[config.mk]
export PLATFORM = sky130hd
export DESIGN_NAME = maria_bus_arbiter
export DESIGN_NICKNAME = d
export VERILOG_FILES = /design/src/rtl/maria_bus_arbiter.sv
export SDC_FILE = /design/constraint.sdc
export NUM_CORES = 1
export LEC_CHECK = 0
export ABC_AREA = 1
export BUFFER_PORTS_ARGS = -buffer_cell sky130_fd_sc_hd__buf_2
export CAP_MARGIN = 20
export CORE_ASPECT_RATIO = 1.1
export CORE_UTILIZATION = 55
export CTS_CLUSTER_DIAMETER = 120
export DETAILED_ROUTE_END_ITERATION = 6
export PLACE_DENSITY = 0.84
export RECOVER_POWER = 50
export SLEW_MARGIN = 10
export SYNTH_ARGS = -nofsm -noshare
export SYNTH_HDL_FRONTEND = slang
export SYNTH_SLANG_ARGS = --single-unit
export TNS_END_PERCENT = 20
[constraint.sdc]
create_clock -name clk_sys -period 4.75 [get_ports clk_sys]
set_input_delay 0.475 -clock clk_sys [delete_from_list [all_inputs] [get_ports clk_sys]]
set_output_delay 0.475 -clock clk_sys [all_outputs]
set_load 0.03 [all_outputs]
[src/rtl/maria_bus_arbiter.sv]
// Bus ownership sequencer between the 6502 CPU and the Maria DMA engine, plus the WSYNC ready-stall.
// Optional grant watchdog enabled by defining MARIA_ARB_WATCHDOG_EN.
module maria_bus_arbiter #(
   parameter int WDOG_LIMIT = 454,
   parameter int CNT_W      = 9
) (
   input  logic             clk_sys,
   input  logic             reset,
   input  logic             mclk0,
   input  logic             pclk0,
   input  logic             pclk1,
   input  logic             maria_en,
   input  logic             dma_req,
   input  logic             dma_done,
   input  logic             wsync,
   input  logic             lrc,
   output logic             dma_grant,
   output logic             drive_AB,
   output logic             halt_n,
   output logic             ready,
   output logic [CNT_W-1:0] grant_count,
   output logic             wdog_timeout
);

   typedef enum logic [2:0] {
      IDLE,
      HALT_REQ,
      HALT_WAIT,
      GRANT,
      RELEASE
   } state_t;

   localparam logic [CNT_W-1:0] CNT_MAX = '1;

   state_t state;
   logic   wdog_fire;
   logic   counting;

   assign counting = (state == GRANT) && mclk0;

`ifdef MARIA_ARB_WATCHDOG_EN
   localparam int WD_W = $clog2(WDOG_LIMIT + 1);
   logic [WD_W-1:0] wdog_cnt;

   assign wdog_fire = counting && maria_en && (wdog_cnt == WD_W'(WDOG_LIMIT - 1));

   // Holding the timer at zero outside GRANT gives the clear-on-entry behaviour.
   always_ff @(posedge clk_sys) begin
      if (reset || state != GRANT) wdog_cnt <= '0;
      else if (mclk0)              wdog_cnt <= wdog_cnt + 1'b1;
   end
`else
   // A negative limit is meaningless, so this is always 0 and keeps the parameter referenced.
   assign wdog_fire = (WDOG_LIMIT < 0);
`endif

   // NOTE: sequential state uses non-blocking assignments only; reset is synchronous here.
   always_ff @(posedge clk_sys) begin
      if (reset || !maria_en) begin
         state        <= IDLE;
         dma_grant    <= 1'b0;
         drive_AB     <= 1'b0;
         halt_n       <= 1'b1;
         wdog_timeout <= 1'b0;
      end else begin
         wdog_timeout <= wdog_fire;
         case (state)
            IDLE: begin
               halt_n    <= 1'b1;
               dma_grant <= 1'b0;
               drive_AB  <= 1'b0;
               if (dma_req) state <= HALT_REQ;
            end
            HALT_REQ: begin
               if (!dma_req) state <= IDLE;
               else if (pclk1) begin
                  halt_n <= 1'b0;
                  state  <= HALT_WAIT;
               end
            end
            HALT_WAIT: begin
               // Withdrawal after halt_n fell still needs a pclk1 to lift halt cleanly.
               if (!dma_req) state <= RELEASE;
               else if (pclk0) begin
                  dma_grant <= 1'b1;
                  drive_AB  <= 1'b1;
                  state     <= GRANT;
               end
            end
            GRANT: begin
               if (dma_done || !dma_req || wdog_fire) begin
                  dma_grant <= 1'b0;
                  drive_AB  <= 1'b0;
                  state     <= RELEASE;
               end
            end
            RELEASE: begin
               if (pclk1) begin
                  halt_n <= 1'b1;
                  state  <= IDLE;
               end
            end
            default: state <= IDLE;
         endcase
      end
   end

   always_ff @(posedge clk_sys) begin
      if (reset || !maria_en) ready <= 1'b1;
      else if (wsync)         ready <= 1'b0;
      else if (lrc)           ready <= 1'b1;
   end

   // Counter freezes entirely while Maria is disabled.
   always_ff @(posedge clk_sys) begin
      if (reset) begin
         grant_count <= '0;
      end else if (maria_en) begin
         if (lrc)                                   grant_count <= counting ? CNT_W'(1) : '0;
         else if (counting && grant_count != CNT_MAX) grant_count <= grant_count + 1'b1;
      end
   end

endmodule

# == Word-level counts from Yosys, hierarchy flattened ==
# Index checks and enable logic that the tools add are counted.
# classes
add_sub_neg,1
eq_ne,14
muxes,21
reduce_logical,15
# op_table
cell,count
two-way mux 3 bit,7
two-way mux 9 bit,2
one-hot mux 3 bit (5 select lines),1
inequality test 2 bit (second input constant),6
adder 9 x 1 -> 9 bit (second input constant),1
two-way mux 1 bit,9
inequality test 9 bit (second input constant),1
AND reduction 4 bit,2
== test 3 x 2 -> 1 bit (second input constant),2
inequality test 3 bit (second input constant),2
one-hot mux 1 bit (3 select lines),2
nonzero test 3 bit,2
AND reduction 5 bit,1
nonzero test 2 bit,2
== test 3 x 1 -> 1 bit (second input constant),1
== test 3 bit (second input constant),1
zero test 3 bit,1
logical AND 1 bit,2
zero test 1 bit,2
logical OR 1 bit,2
inequality test 2 x 1 -> 1 bit (second input constant),1
AND reduction 2 bit,1
# totals
ff_bits,15
in_bits,10
output_inout_bits,14
elab_cells,56

# == Depth between registers and ports, before layout ==
# Gate-level depths: netlist (run 1).
# logic_depth
depth_word,5
ltp_mapped,14
depth_no_buf,14

# == Least setup slack after synthesis (run 1) ==
# OpenSTA, ideal clock, no wires.
# synth_path
kind,register to register
start,register grant_count[0]
end,register grant_count[0]
setup_time_ps,116
arrival_ps,1763
required_time_ps,4634
path_slack_ps,2871
stages_incl_launch_ff,14
path_buffers,0
synth_period_minus_slack_ps,1879
path_cell_list,dfxtp_1 ha_1 nand2_1 nor2_1 nand2_1 nor2_1 ha_1 inv_1 nand3_2 nand2_4 nand2_4 clkinv_2 nor2_1 nor2_1
# synth_between
elab_chain_len,4
elab_cells_between_ends,7
cone_classes,1 x add/sub; 1 x eq/ne; 2 x mux; 3 x reduce/logical
# synth_rtl
item,line,source
"start, declared",21,"output logic [CNT_W-1:0] grant_count,"
"start signal, assigned",119,if (lrc) grant_count <= counting ? CNT_W'(1) : '0;
"start signal, assigned",120,else if (counting && grant_count != CNT_MAX) grant_count <= grant_count + 1'b1;
branches (longest 4 deep; another with adder 9 x 1 -> 9 bit),--,
# Several ways; the timed one is not identified. The select of a mux whose other input is x is not followed.
# A chain may end at the register's enable or synchronous reset.

# == Worst setup path after layout (run 1) ==
# layout_path
start,register grant_count[0]
end,register grant_count[7]
# The elaborated chain is that of the path after synthesis.

==> results.env, run 1 <==
POST-ROUTE-MIN-PERIOD_NS=1.92
CTS_BUFFER_DEPTH=2
POST_SYNTH_NUM_CELL_TYPES=22
FLOORPLAN.INITIALDENSITY_PCT=59.2
WORSTPATHREQUIRED_NS=4.98
POSTSYNTHREGISTERBITS=15
COMBINED_AREA_OF_THE_MULTI_INPUT_LOGIC_CELLS_UM2=517
POSTROUTEWIRELENGTH_UM=2080
IO_PINS=24
LAYOUT-DRIVE-GT1-SHARE_PCT=13.1
WORST_SETUP_PATH_END_KIND='flop'
MAX_FREQ_MHz=521
LAYOUT-AREA-OVERHEAD-VS-SYNTH_PCT=12.6
MAPPEDNETLISTNETS=166
POST-SYNTH-TOP-AREA-FRACTION_PCT=32.2
VIA_DENSITY_PER_INSTANCE=5.31
HOLDWS_NS=0.352
WORST_R2R_STARTPOINT='grant_count[0]'
SYNTH_TOP_AREA_CELL='dfxtp_1'
NFILLCELLS=149
YOSYS-TOP-CELLS-COUNT='nand2_1, nor2_1, inv_1'
WORST_SETUP_PATH_ENDPOINT='grant_count[7]'
FINAL_NET_COUNT=189
GP_CONGESTION=0.979
CAP_VIOLATIONS=0
FINAL_UTIL_PCT=66.7
RR_WORST_DEPTH=14
NUM_VIAS=1025
GRT_MAX_DEGREE=11
ANT_NETS=0
FINALCLOCKSKEW_NS=0.00249
CRIT_START='grant_count[0]'
CELLPOWERDENSITY_nW_PER_UM2=248
YS_WARNINGS=0
CP_SLOWEST_CELL='dfxtp_1'
CLK-INSERTION-DELAY-LATE_NS=0.29
WORST-SETUP-PATH-TYPE='flop to flop'
DRT_DRC_VIOLATIONS_LEFT=0
RSZ0062_AT_GRT='no'
HTREE_NUM_LEVELS=1
PATH_COMMON_CELL='nand2_1'
SETUP.REG_TO_REG.WORST_SLACK_NS=2.83
SYNTH_EDF_COUNT=0
DRT_ITER0_MARKERS=21
WIRE_LENGTH_OF_THE_FIRST_GLOBAL_ROUTING_PASS_UM=3210
YS.FLOP_TYPE='dfxtp_1'
SYNTH_ASYNC_SR_FLOP_SHARE_PCT=0
ROWS=15
POSTCTSSETUPREPAIRBUFS=0
CLOCK_TREE.ROOT_CELL='clkbuf_4'
OUTCOME='complete, no violations'
POST_CTS_RESIZED=0
POWER.LEAKAGE_nW=0.525
CLOCK_TRANSITION_AT_PATH_REGS_NS=0.09
TIMING_HOLD_VIOLATIONS_FINAL=0
MIN_PERIOD_OVER_PERIOD_PCT=40.4
HOLDCRITPATHCLASS='input pin to flop'
OVERFLOW=0
DIE_AREA_UM2=1870
CTS_TREE='built'
CTS.SINKS=15
SLOWEST_DELAY_NS=0.40
SETUP.WORST_PATH.START_CLASS='flop'
IR_DROP_V=0.000175
WIRE_PER_INST_UM=10.8
DIE_HEIGHT_UM=45.2
POSTPLACECELLAREA_UM2=1040
SETUP_TNS_NS=0
FIRST_GLOBAL_VIAS=809
GRT_UTIL_ALL_LAYERS_PCT=25.3
ANTENNA_FOUND_INITIAL=0
DETAILEDPLACEMENTHPWL_UM=1610
SYNTH_AREA_PER_CELL_UM2=6.06
SYNTH_SEQ_AREA_SHARE_PCT=32.2
MAPPEDNETLISTAREA_UM2=933
CORE_REGION_AREA_UM2=1580
CTS_HOLD_BUF=0
YOSYS-TOP-CELLS-AREA='dfxtp_1, nand2_1, nor2_1'
POST_ROUTE_CELL_AREA_UM2=1050
TIMING_MAX_TRANSITION_VIOLATIONS_FINAL=0
TIMING.FINAL.SETUP_VIOLATIONS=0
REGISTER_AREA_UM2=300
DIEWIDTH_UM=41.3
ANTENNA_CELLS_INSERTED=0
YOSYSMOSTFREQUENTCELL='nand2_1'
CRITICAL_PATH.REG2REG.ENDPOINT='grant_count[7]'
POST_SYN_INSTANCES=154
DRT_FIRST_PASS_ITERS=4
LARGEST_FANOUT_ON_THE_CRITICAL_PATH=10
CTS-BUFFERS-INSERTED=3
PATH_CELLS='ha_1, nand2_1, nor2_1, nand2_1, nor2_1, ha_1, inv_1, nand3_2, nand2_4, nand2_4, clkinv_2, nand2_1, nand2_1, nor2_1'
ARRIVAL_NS=2.15
PLACEMENT.IO_BUFFERS=22
[routing by layer]
layer,vias to the layer above,share of wire (%),GRT usage [%]
met3,5,6.5,4.43
met5,-,0,0
met1,450,45,33.5
met2,48,46,40.0
li1,522,-,-
met4,0,1.8,9.68
[critical path, delay by kind of cell (launching register included)]
kind	cells	cell delay, ns
adder cells (fa/ha/maj)	2	0.36
buffers and inverters	2	0.13
AND/OR/NAND/NOR	10	0.97
flip-flops	1	0.40
[power breakdown]
part / switching [mW] / total [mW] / internal (mW)
Sequential: 0.00400 / 0.134 / 0.130
Clock: 0.0434 / 0.0761 / 0.0327
Combinational: 0.0349 / 0.0509 / 0.0160
Total: 0.0823 / 0.261 / 0.179
[cell type report]
type | count | share of cell area (%)
multi-input combinational | 112 | 49.2
sequential | 15 | 28.6
timing repair buffer | 22 | 9.40
inverter | 23 | 8.33
clock buffer | 4 | 2.50
tap | 17 | 2.02
[worst min-delay path by stage]
stage | start | end | depth (start not counted)
final | reset | grant_count[2] | 2
after global routing | reset | grant_count[2] | 2
after CTS | reset | grant_count[2] | 2
after detailed placement | halt_n | halt_n | 2
after global placement | halt_n | halt_n | 2
after floorplan | reset | grant_count[2] | 1
[layout by cell type (no fill, tap or decap), types with 3 or more instances in the layout]
cell type,instances
clkbuf_4,3
nor2_1,31
inv_1,21
a21oi_1,8
nand2_1,37
o21ai_0,7
dfxtp_1,15
nand3_1,15
buf_2,13
clkbuf_1,10
[kinds of logic after synthesis]
logic type | Yosys count | synth area share (%)
AND/OR/NAND/NOR | 93 | 44.0
buffers and inverters | 27 | 11.9
AO/OA/AOI/OAI | 16 | 8.85
flip-flops | 15 | 32.2
adder cells (fa/ha/maj) | 2 | 2.68
other | 1 | 0.402
[stage by stage]
step,setup slack (ns),instances,total power [mW]
floorplan,2.87,154,0.175
finish,2.83,193,0.261
detailed placement,2.87,189,0.188
CTS,2.84,193,0.261
global route,2.68,193,0.272
global placement,3.04,189,0.186
[sequential cells by signal, indices dropped and copies added, names as in the netlist]
register,flops
state,3
halt_n,1
grant_count,9
ready,1
drive_AB,1
Power figures use the tool's default switching activity.
==> run 2, diff against run 1 <==
--- a/config.mk
+++ b/config.mk
@@ -9,10 +9,10 @@
 export BUFFER_PORTS_ARGS = -buffer_cell sky130_fd_sc_hd__buf_2
 export CAP_MARGIN = 20
 export CORE_ASPECT_RATIO = 1.1
-export CORE_UTILIZATION = 55
+export CORE_UTILIZATION = 46
 export CTS_CLUSTER_DIAMETER = 120
 export DETAILED_ROUTE_END_ITERATION = 6
-export PLACE_DENSITY = 0.84
+export PLACE_DENSITY = 0.76
 export RECOVER_POWER = 50
 export SLEW_MARGIN = 10
 export SYNTH_ARGS = -nofsm -noshare
==> constraint.sdc (replaced) <==
create_clock -name clk_sys -period 1.7 [get_ports clk_sys]
set_input_delay 0.17 -clock clk_sys [delete_from_list [all_inputs] [get_ports clk_sys]]
set_output_delay 0.17 -clock clk_sys [all_outputs]
set_load 0.03 [all_outputs]
==> run 2 against run 1 <==
Effect of this change: largest power group unchanged; first-iteration DRC count shrank 24%; maximum frequency grew 18%; die area up 19%; clock-buffer cell count fell by 1; register-to-register slack worse by 2.8 ns; total power rose to 2.8 times the previous value; highest routed layer unchanged; via count shrank 1.7%; critical path depth fell by 2; global-route usage is 4.6 points lower; utilization shrank 2.7 points; setup slack lost 2.8 ns.
==> results.env, run 2 (same netlist as run 1, synthesis figures left out) <==
POSTROUTEWIRELENGTH_UM=2180  # was 2080 µm
OVERFLOW=0  # unchanged
NETSWITCHINGPOWER_mW=0.230  # was 0.0823 mW
WORSTPATHREQUIRED_NS=1.88  # was 4.98 ns
DETAILEDPLACEMENTHPWL_UM=1600  # was 1610 µm
HOLDCRITPATHCLASS='input pin to flop'  # unchanged
ANT_NETS=0  # unchanged
OUTCOME='complete, no violations'  # unchanged
HOLDPATHSTAGES=2  # unchanged
DPL_WORST_SLACK_NS=0.00526  # was 2.87 ns
HOLDWS_NS=0.0566  # was 0.352 ns
DIE_AREA_UM2=2210  # was 1870 µm²
VIA_DENSITY_PER_INSTANCE=4.87  # was 5.31
DIEWIDTH_UM=45.0  # was 41.3 µm
DRT_ITER0_MARKERS=16  # was 21
IO_PINS=24  # unchanged
CLOCK_POWER_SHARE_PCT=27.6  # was 29.2%
HOLD_START='reset'  # unchanged
ROWS=16  # was 15
POST-ROUTE-MIN-PERIOD_NS=1.63  # was 1.92 ns
IR_DROP_V=0.000379  # was 0.000175 V
POWER.LEAKAGE_nW=0.576  # was 0.525 nW
POSTPLACECELLAREA_UM2=1070  # was 1040 µm²
LAYOUT_COMMONEST_CELL='nand2_1'  # unchanged
NUM_VIAS=1008  # was 1025
CTS_TREE='built'  # unchanged
CTS_BUFFER_DEPTH=2  # unchanged
FIRST_GLOBAL_VIAS=877  # was 809
TOP_REGISTER='grant_count'  # unchanged
WIRE_PER_INST_UM=10.5  # was 10.8 µm
CAP_VIOLATIONS=0  # unchanged
REGISTER_AREA_UM2=310  # was 300 µm²
CORE_REGION_AREA_UM2=1840  # was 1580 µm²
SWITCHING_SHARE_PCT=31.4  # was 31.6%
POST-ROUTE-WORST-SETUP-SLACK_NS=0.0710  # was 2.83 ns
WIRE_LENGTH_OF_THE_FIRST_GLOBAL_ROUTING_PASS_UM=3450  # was 3210 µm
DIE_HEIGHT_UM=49.2  # was 45.2 µm
SEQ_POWER_SHARE_PCT=51.2  # was 51.3%
RSZ0062_AT_GRT='yes'  # was no
SETUP.REG_TO_REG.WORST_SLACK_NS=0.07  # was 2.83 ns
MOST-COMMON-LAYOUT-CELLS='nand2_1, nor2_1, inv_1, buf_2, nand3_1'  # was nand2_1, nor2_1, inv_1, nand3_1, dfxtp_1
WORST_SETUP_PATH_END_KIND='flop'  # unchanged
ANTENNA_CELLS_INSERTED=0  # unchanged
FINAL_NET_COUNT=193  # was 189
WORST-SETUP-PATH-TYPE='flop to flop'  # unchanged
MIN_PERIOD_OVER_PERIOD_PCT=95.8  # was 40.4%
SETUP.WORST_PATH.START_CLASS='flop'  # unchanged
CTS.SINKS=15  # unchanged
POST_ROUTE_CELL_AREA_UM2=1180  # was 1050 µm²
CELL_INTERNAL_PWR_mW=0.501  # was 0.179 mW
LAYOUT-DRIVE-GT1-SHARE_PCT=27.2  # was 13.1%
HOLD_PATH_END='grant_count[2]'  # unchanged
LARGEST_FANOUT_ON_THE_CRITICAL_PATH=8  # was 10
COMBINATIONALPOWERSHARE_PCT=21.3  # was 19.5%
ANTENNA_FOUND_INITIAL=0  # unchanged
CLOCK_TREE.ROOT_CELL='clkbuf_4'  # unchanged
GRT_UTIL_ALL_LAYERS_PCT=20.7  # was 25.3%
CLOCK_TRANSITION_AT_PATH_REGS_NS=0.09  # about the same
CELLPOWERDENSITY_nW_PER_UM2=620  # was 248 nW/µm²
FINALCLOCKSKEW_NS=0.00395  # was 0.00249 ns
ARRIVAL_NS=1.81  # was 2.15 ns
PLACEMENT.IO_BUFFERS=22  # unchanged
DRT_DRC_VIOLATIONS_LEFT=0  # unchanged
MAX_FREQ_MHz=614  # was 521 MHz
BIGGEST_REGS='grant_count (9), state (3)'  # unchanged
TIMING.FINAL.SETUP_VIOLATIONS=0  # unchanged
CLK-INSERTION-DELAY-LATE_NS=0.28  # was 0.29 ns
RR_WORST_DEPTH=12  # was 14
SETUP_TNS_NS=0  # unchanged
LARGEST_REGISTER_FF_COUNT=9  # unchanged
COMBINED_AREA_OF_THE_MULTI_INPUT_LOGIC_CELLS_UM2=591  # was 517 µm²
NFILLCELLS=185  # was 149
GP_CONGESTION=0.928  # was 0.979
CRITICAL_PATH.REG2REG.ENDPOINT='grant_count[6]'  # was grant_count[7]
HTREE_NUM_LEVELS=1  # unchanged
DRT_FIRST_PASS_ITERS=4  # unchanged
WORST_R2R_STARTPOINT='grant_count[1]'  # was grant_count[0]
GRT_MAX_DEGREE=11  # unchanged
TIMING_MAX_TRANSITION_VIOLATIONS_FINAL=0  # unchanged
FLOORPLAN.INITIALDENSITY_PCT=50.7  # was 59.2%
LAYOUT-AREA-OVERHEAD-VS-SYNTH_PCT=26.3  # was 12.6%
TIMING_HOLD_VIOLATIONS_FINAL=0  # unchanged
CTS-BUFFERS-INSERTED=3  # unchanged
run 2: cell types whose count changed in the layout (fill, tap and decap cells not counted), moves of 2 or more:
cell	delta
buf_4	+3
ha_1	-2
nor2_2	+4
dfxtp_4	+2
nand2_1	-5
nand2_2	+4
nor2_1	-5
dfxtp_2	+2
clkbuf_1	-4
dfxtp_1	-4
buf_2	+3
run 2: worst max path at each step:
stage | start | slack [ns] | endpoint
floorplan | grant_count[3] | 0.007 | grant_count[8]
global placement | grant_count[0] | 0.06 | grant_count[0]
detailed placement | grant_count[0] | 0.005 | grant_count[0]
CTS | grant_count[0] | 0.01 | grant_count[0]
global route | grant_count[1] | -0.04 | grant_count[7]
finish | grant_count[1] | 0.07 | grant_count[6]
run 2: stage by stage:
stage          total power [mW]  utilization (%)  instances
2_1_floorplan             0.488                -        154
3_3_place_gp              0.520             58.1        200
3_5_place_dp              0.523             58.1        200
4_1_cts                   0.732             60.1        204
5_1_grt                   0.782             64.0        207
6_report                  0.731             64.0        207
run 2: power groups by stage:
stage               Sequential, mW  Combinational (mW)  Clock [mW]
CTS                          0.372               0.145       0.214
global route                 0.375               0.175       0.231
global placement             0.380               0.140           0
floorplan                    0.395              0.0930           0
detailed placement           0.381               0.142           0
finish                       0.374               0.155       0.201
run 2: critical path, stage by stage (launching register included):
cell	delay [ns]
dfxtp_4	0.37
ha_4	0.17
nand2_4	0.06
nor2_4	0.04
nand2_2	0.08
nor2_2	0.04
ha_2	0.16
inv_2	0.04
nand3_2	0.08
nand2_4	0.16
nand2_4	0.09
a21oi_1	0.16
nor2_1	0.07
run 2: final cells by class:
| type | instances | share of cell area [%] |
|---|---|---|
| sequential | 15 | 26.3 |
| timing repair buffer | 25 | 10.6 |
| multi-input combinational | 113 | 50.1 |
| clock buffer | 3 | 1.91 |
| tap | 27 | 2.87 |
| clock inverter | 1 | 0.425 |
| inverter | 23 | 7.75 |
run 2: what timing repair did:
item | in CTS | in global routing
cloned | 0 | 1
pin swaps | 0 | 8
hold buffers | 0 | 0
gates resized for setup | 1 | 19
buffers inserted | 0 | 2
endpoints found under the setup margin | 3 | 9
run 2: routing by layer:
metal  part of all wire [%]  up-vias  global-route usage [%]
li1                       -      533                       -
met1                     41      454                    23.9
met2                     53       16                    35.5
met3                    3.2        5                    3.70
met4                    2.1        0                    9.60
met5                      0        -                       0
==> run 3, diff against run 2 <==
--- a/config.mk
+++ b/config.mk
@@ -5,7 +5,6 @@
 export SDC_FILE = /design/constraint.sdc
 export NUM_CORES = 1
 export LEC_CHECK = 0
-export ABC_AREA = 1
 export BUFFER_PORTS_ARGS = -buffer_cell sky130_fd_sc_hd__buf_2
 export CAP_MARGIN = 20
 export CORE_ASPECT_RATIO = 1.1
==> run 3 against run 2 <==
Effect of this change: the flow now finishes with violations (setup timing); maximum frequency down 9.4%; sequential power shrank 5.6%; worst hold slack improved by 0.014 ns; register-to-register slack got worse by 0.17 ns; largest power group unchanged; design area fell by 2.5%; first-iteration DRC count is 6.3% lower; critical path depth down 4; via count fell by 7.2%; highest routed layer unchanged; setup slack worse by 0.17 ns; global-route usage is 0.93 points higher; die area down 1.9%.
==> results.env, run 3 <==
WIRE_PER_INST_UM=12.2  # was 10.5 µm
DIE_AREA_UM2=2170  # was 2210 µm²
LARGEST_FANOUT_ON_THE_CRITICAL_PATH=3  # was 8
CTS.SINKS=15  # unchanged
CORE_REGION_AREA_UM2=1820  # was 1840 µm²
DRT_ITER0_MARKERS=15  # was 16
SYNTH_AREA_PER_CELL_UM2=7.95  # was 6.06 µm²
GRT_UTIL_ALL_LAYERS_PCT=21.7  # was 20.7%
GP_CONGESTION=0.916  # was 0.928
YOSYSMOSTFREQUENTCELL='dfxtp_1'  # was nand2_1
POSTROUTEWIRELENGTH_UM=2100  # was 2180 µm
YOSYS-TOP-CELLS-AREA='dfxtp_1, nand2b_1, nand2_1'  # was dfxtp_1, nand2_1, nor2_1
CTS_TREE='built'  # unchanged
IR_DROP_V=0.000378  # was 0.000379 V
IO_PINS=24  # unchanged
MAPPEDNETLISTNETS=127  # was 166
ARRIVAL_NS=2.02  # was 1.81 ns
RR_WORST_DEPTH=8  # was 12
SETUP.REG_TO_REG.WORST_SLACK_NS=-0.1  # was 0.07 ns
SYNTH_TOP_AREA_CELL='dfxtp_1'  # unchanged
SYNTH_EDF_COUNT=0  # unchanged
HOLDCRITPATHCLASS='input pin to flop'  # unchanged
TIMING.FINAL.SETUP_VIOLATIONS=4  # was 0
WORST-SETUP-PATH-TYPE='flop to flop'  # unchanged
MIN_PERIOD_OVER_PERIOD_PCT=106  # was 95.8%
OVERFLOW=0  # unchanged
YS_WARNINGS=0  # unchanged
HOLDPATHSTAGES=2  # unchanged
POST_SYN_INSTANCES=115  # was 154
CAP_VIOLATIONS=0  # unchanged
FAILING_CHECKS='setup timing'
LAYOUT_COMMONEST_CELL='buf_2'  # was nand2_1
ANTENNA_CELLS_INSERTED=0  # unchanged
SWITCHING_SHARE_PCT=26.7  # was 31.4%
BIGGEST_REGS='grant_count (9), state (3)'  # unchanged
PLACEMENT.IO_BUFFERS=22  # unchanged
SEQ_POWER_SHARE_PCT=55.7  # was 51.2%
CTS_HOLD_BUF=0  # unchanged
FINAL_NET_COUNT=158  # was 193
CTS-BUFFERS-INSERTED=3  # unchanged
POSTPLACECELLAREA_UM2=1110  # was 1070 µm²
POWER.LEAKAGE_nW=0.457  # was 0.576 nW
POST_SYNTH_NUM_CELL_TYPES=41  # was 22
YS.FLOP_TYPE='dfxtp_1'  # unchanged
DIEWIDTH_UM=44.5  # was 45.0 µm
OUTCOME='finished with violations'  # was complete, no violations
CRITICAL_PATH.REG2REG.ENDPOINT='grant_count[7]'  # was grant_count[6]
MOST-COMMON-LAYOUT-CELLS='buf_2, buf_4, nand2_1, dfxtp_1, clkbuf_1'  # was nand2_1, nor2_1, inv_1, buf_2, nand3_1
DRT_FIRST_PASS_ITERS=4  # unchanged
NUM_VIAS=935  # was 1008
CTS_BUFFER_DEPTH=2  # unchanged
POST-ROUTE-WORST-SETUP-SLACK_NS=-0.0972  # was 0.0710 ns
GRT_MAX_DEGREE=14  # was 11
HOLD_PATH_END='ready'  # was grant_count[2]
CLK-INSERTION-DELAY-LATE_NS=0.28  # about the same
LARGEST_REGISTER_FF_COUNT=9  # unchanged
FINALCLOCKSKEW_NS=0.00178  # was 0.00395 ns
LAYOUT-AREA-OVERHEAD-VS-SYNTH_PCT=25.6  # was 26.3%
POST-ROUTE-MIN-PERIOD_NS=1.80  # was 1.63 ns
MAX_FREQ_MHz=556  # was 614 MHz
ANT_NETS=0  # unchanged
TIMING_MAX_TRANSITION_VIOLATIONS_FINAL=0  # unchanged
SETUP_TNS_NS=-0.238  # was 0 ns
ANTENNA_FOUND_INITIAL=0  # unchanged
VIA_DENSITY_PER_INSTANCE=5.44  # was 4.87
WORST_SETUP_PATH_END_KIND='flop'  # unchanged
RSZ0062_AT_GRT='yes'  # unchanged
CELLPOWERDENSITY_nW_PER_UM2=552  # was 620 nW/µm²
HTREE_NUM_LEVELS=1  # unchanged
CLOCK_TRANSITION_AT_PATH_REGS_NS=0.09  # about the same
TIMING_HOLD_VIOLATIONS_FINAL=0  # unchanged
TOP_REGISTER='grant_count'  # unchanged
MAPPEDNETLISTAREA_UM2=915  # was 933 µm²
WORST_R2R_STARTPOINT='grant_count[5]'  # was grant_count[1]
DETAILEDPLACEMENTHPWL_UM=1620  # was 1600 µm
DIE_HEIGHT_UM=48.8  # was 49.2 µm
POST-SYNTH-TOP-AREA-FRACTION_PCT=32.8  # was 32.2%
YOSYS-TOP-CELLS-COUNT='dfxtp_1, nand2_1, nor2_1'  # was nand2_1, nor2_1, inv_1
NETSWITCHINGPOWER_mW=0.169  # was 0.230 mW
CLOCK_TREE.ROOT_CELL='clkbuf_4'  # unchanged
WIRE_LENGTH_OF_THE_FIRST_GLOBAL_ROUTING_PASS_UM=3660  # was 3450 µm
FIRST_GLOBAL_VIAS=874  # was 877
FLOORPLAN.INITIALDENSITY_PCT=50.2  # was 50.7%
ROWS=16  # unchanged
POSTSYNTHREGISTERBITS=15  # unchanged
POST_ROUTE_CELL_AREA_UM2=1150  # was 1180 µm²
SETUP.WORST_PATH.START_CLASS='flop'  # unchanged
HOLD_START='wsync'  # was reset
COMBINATIONALPOWERSHARE_PCT=12.1  # was 21.3%
WORSTPATHREQUIRED_NS=1.92  # was 1.88 ns
CLOCK_POWER_SHARE_PCT=32.2  # was 27.6%
SYNTH_SEQ_AREA_SHARE_PCT=32.8  # was 32.2%
CELL_INTERNAL_PWR_mW=0.465  # was 0.501 mW
NFILLCELLS=164  # was 185
LAYOUT-DRIVE-GT1-SHARE_PCT=32.4  # was 27.2%
SYNTH_ASYNC_SR_FLOP_SHARE_PCT=0  # unchanged
DRT_DRC_VIOLATIONS_LEFT=0  # unchanged
==> run 3: changes by cell type after synthesis, sizes merged, moves of 2 or more <==
cell / previous run / this run
inv: 22 / 6
nand2b: 0 / 7
nand3b: 0 / 3
nand2: 40 / 12
a31oi: 0 / 3
or4: 0 / 2
buf: 3 / 5
nor2: 32 / 9
clkbuf: 1 / 3
nor2b: 0 / 2
nand3: 16 / 2
mux2i: 0 / 2
==> run 3: cell type report <==
cell class / instances / area [µm²] / area share, %
sequential: 15 / 313 / 27.2
inverter: 6 / 22.5 / 1.96
tap: 27 / 33.8 / 2.94
clock buffer: 3 / 22.5 / 1.96
timing repair buffer: 34 / 186 / 16.2
multi-input combinational: 86 / 566 / 49.2
clock inverter: 1 / 5.00 / 0.436
==> run 3: power by group through the flow <==
stage	Clock [mW]	Sequential, mW	Combinational [mW]
floorplan	0	0.365	0.0478
global placement	0	0.361	0.0753
detailed placement	0	0.361	0.0772
CTS	0.212	0.353	0.0775
global route	0.228	0.353	0.0857
finish	0.204	0.353	0.0767
==> run 3: through the flow <==
| stage | cells | worst slack, ns | hold WS [ns] | power (mW) | util [%] |
|---|---|---|---|---|---|
| after CTS | 172 | -0.0956 | 0.0677 | 0.642 | 62.9 |
| after global placement | 167 | -0.0573 | 0.365 | 0.436 | 61.0 |
| final | 172 | -0.0972 | 0.0708 | 0.634 | 63.0 |
| after detailed placement | 167 | -0.105 | 0.368 | 0.438 | 61.0 |
| after global routing | 172 | -0.174 | 0.0684 | 0.667 | 63.0 |
| after floorplan | 115 | -0.136 | 0.275 | 0.413 | - |
==> run 3: layer usage <==
| metal | track usage [%] | up-vias | part of all wire (%) |
|---|---|---|---|
| met5 | 0 | - | 0 |
| met3 | 3.36 | 2 | 3.7 |
| met2 | 37.5 | 31 | 52 |
| li1 | - | 475 | - |
| met4 | 7.58 | 0 | 0.48 |
| met1 | 26.2 | 427 | 44 |
==> run 3: repair_timing <==
item / 4_1_cts / 5_1_grt
gates resized for setup: 1 / 6
endpoints found under the hold margin: 0 / 0
setup buffers: 1 / 0
pin swaps: 3 / 0
endpoints found under the setup margin: 5 / 8
gates cloned: 0 / 0
==> run 3: worst max path at each step <==
stage / startpoint / endpoint / cells past startpoint
global placement: grant_count[5] / grant_count[3] / 8
finish: grant_count[5] / grant_count[7] / 8
floorplan: grant_count[5] / grant_count[3] / 8
global route: grant_count[0] / grant_count[7] / 8
CTS: grant_count[5] / grant_count[3] / 8
detailed placement: grant_count[4] / grant_count[5] / 9
==> run 3: logic make-up (layout without fill, tap and decap cells) <==
group	count (synthesis)	count (layout)	share of synthesized area, %
other	1	1	0.410
buffers and inverters	14	44	8.21
flip-flops	15	15	32.8
adder cells (fa/ha/maj)	2	2	2.74
AO/OA/AOI/OAI	31	31	22.4
AND/OR/NAND/NOR	50	50	31.2
multiplexers	2	2	2.19
==> run 3: worst max-delay path, cell delays in order, from the launching register on <==
cell,delay (ns)
dfxtp_4,0.35
and4_4,0.19
nand2_2,0.07
nor2_2,0.03
ha_2,0.18
and3b_2,0.27
nand2_4,0.05
or4_1,0.48
a21oi_2,0.12
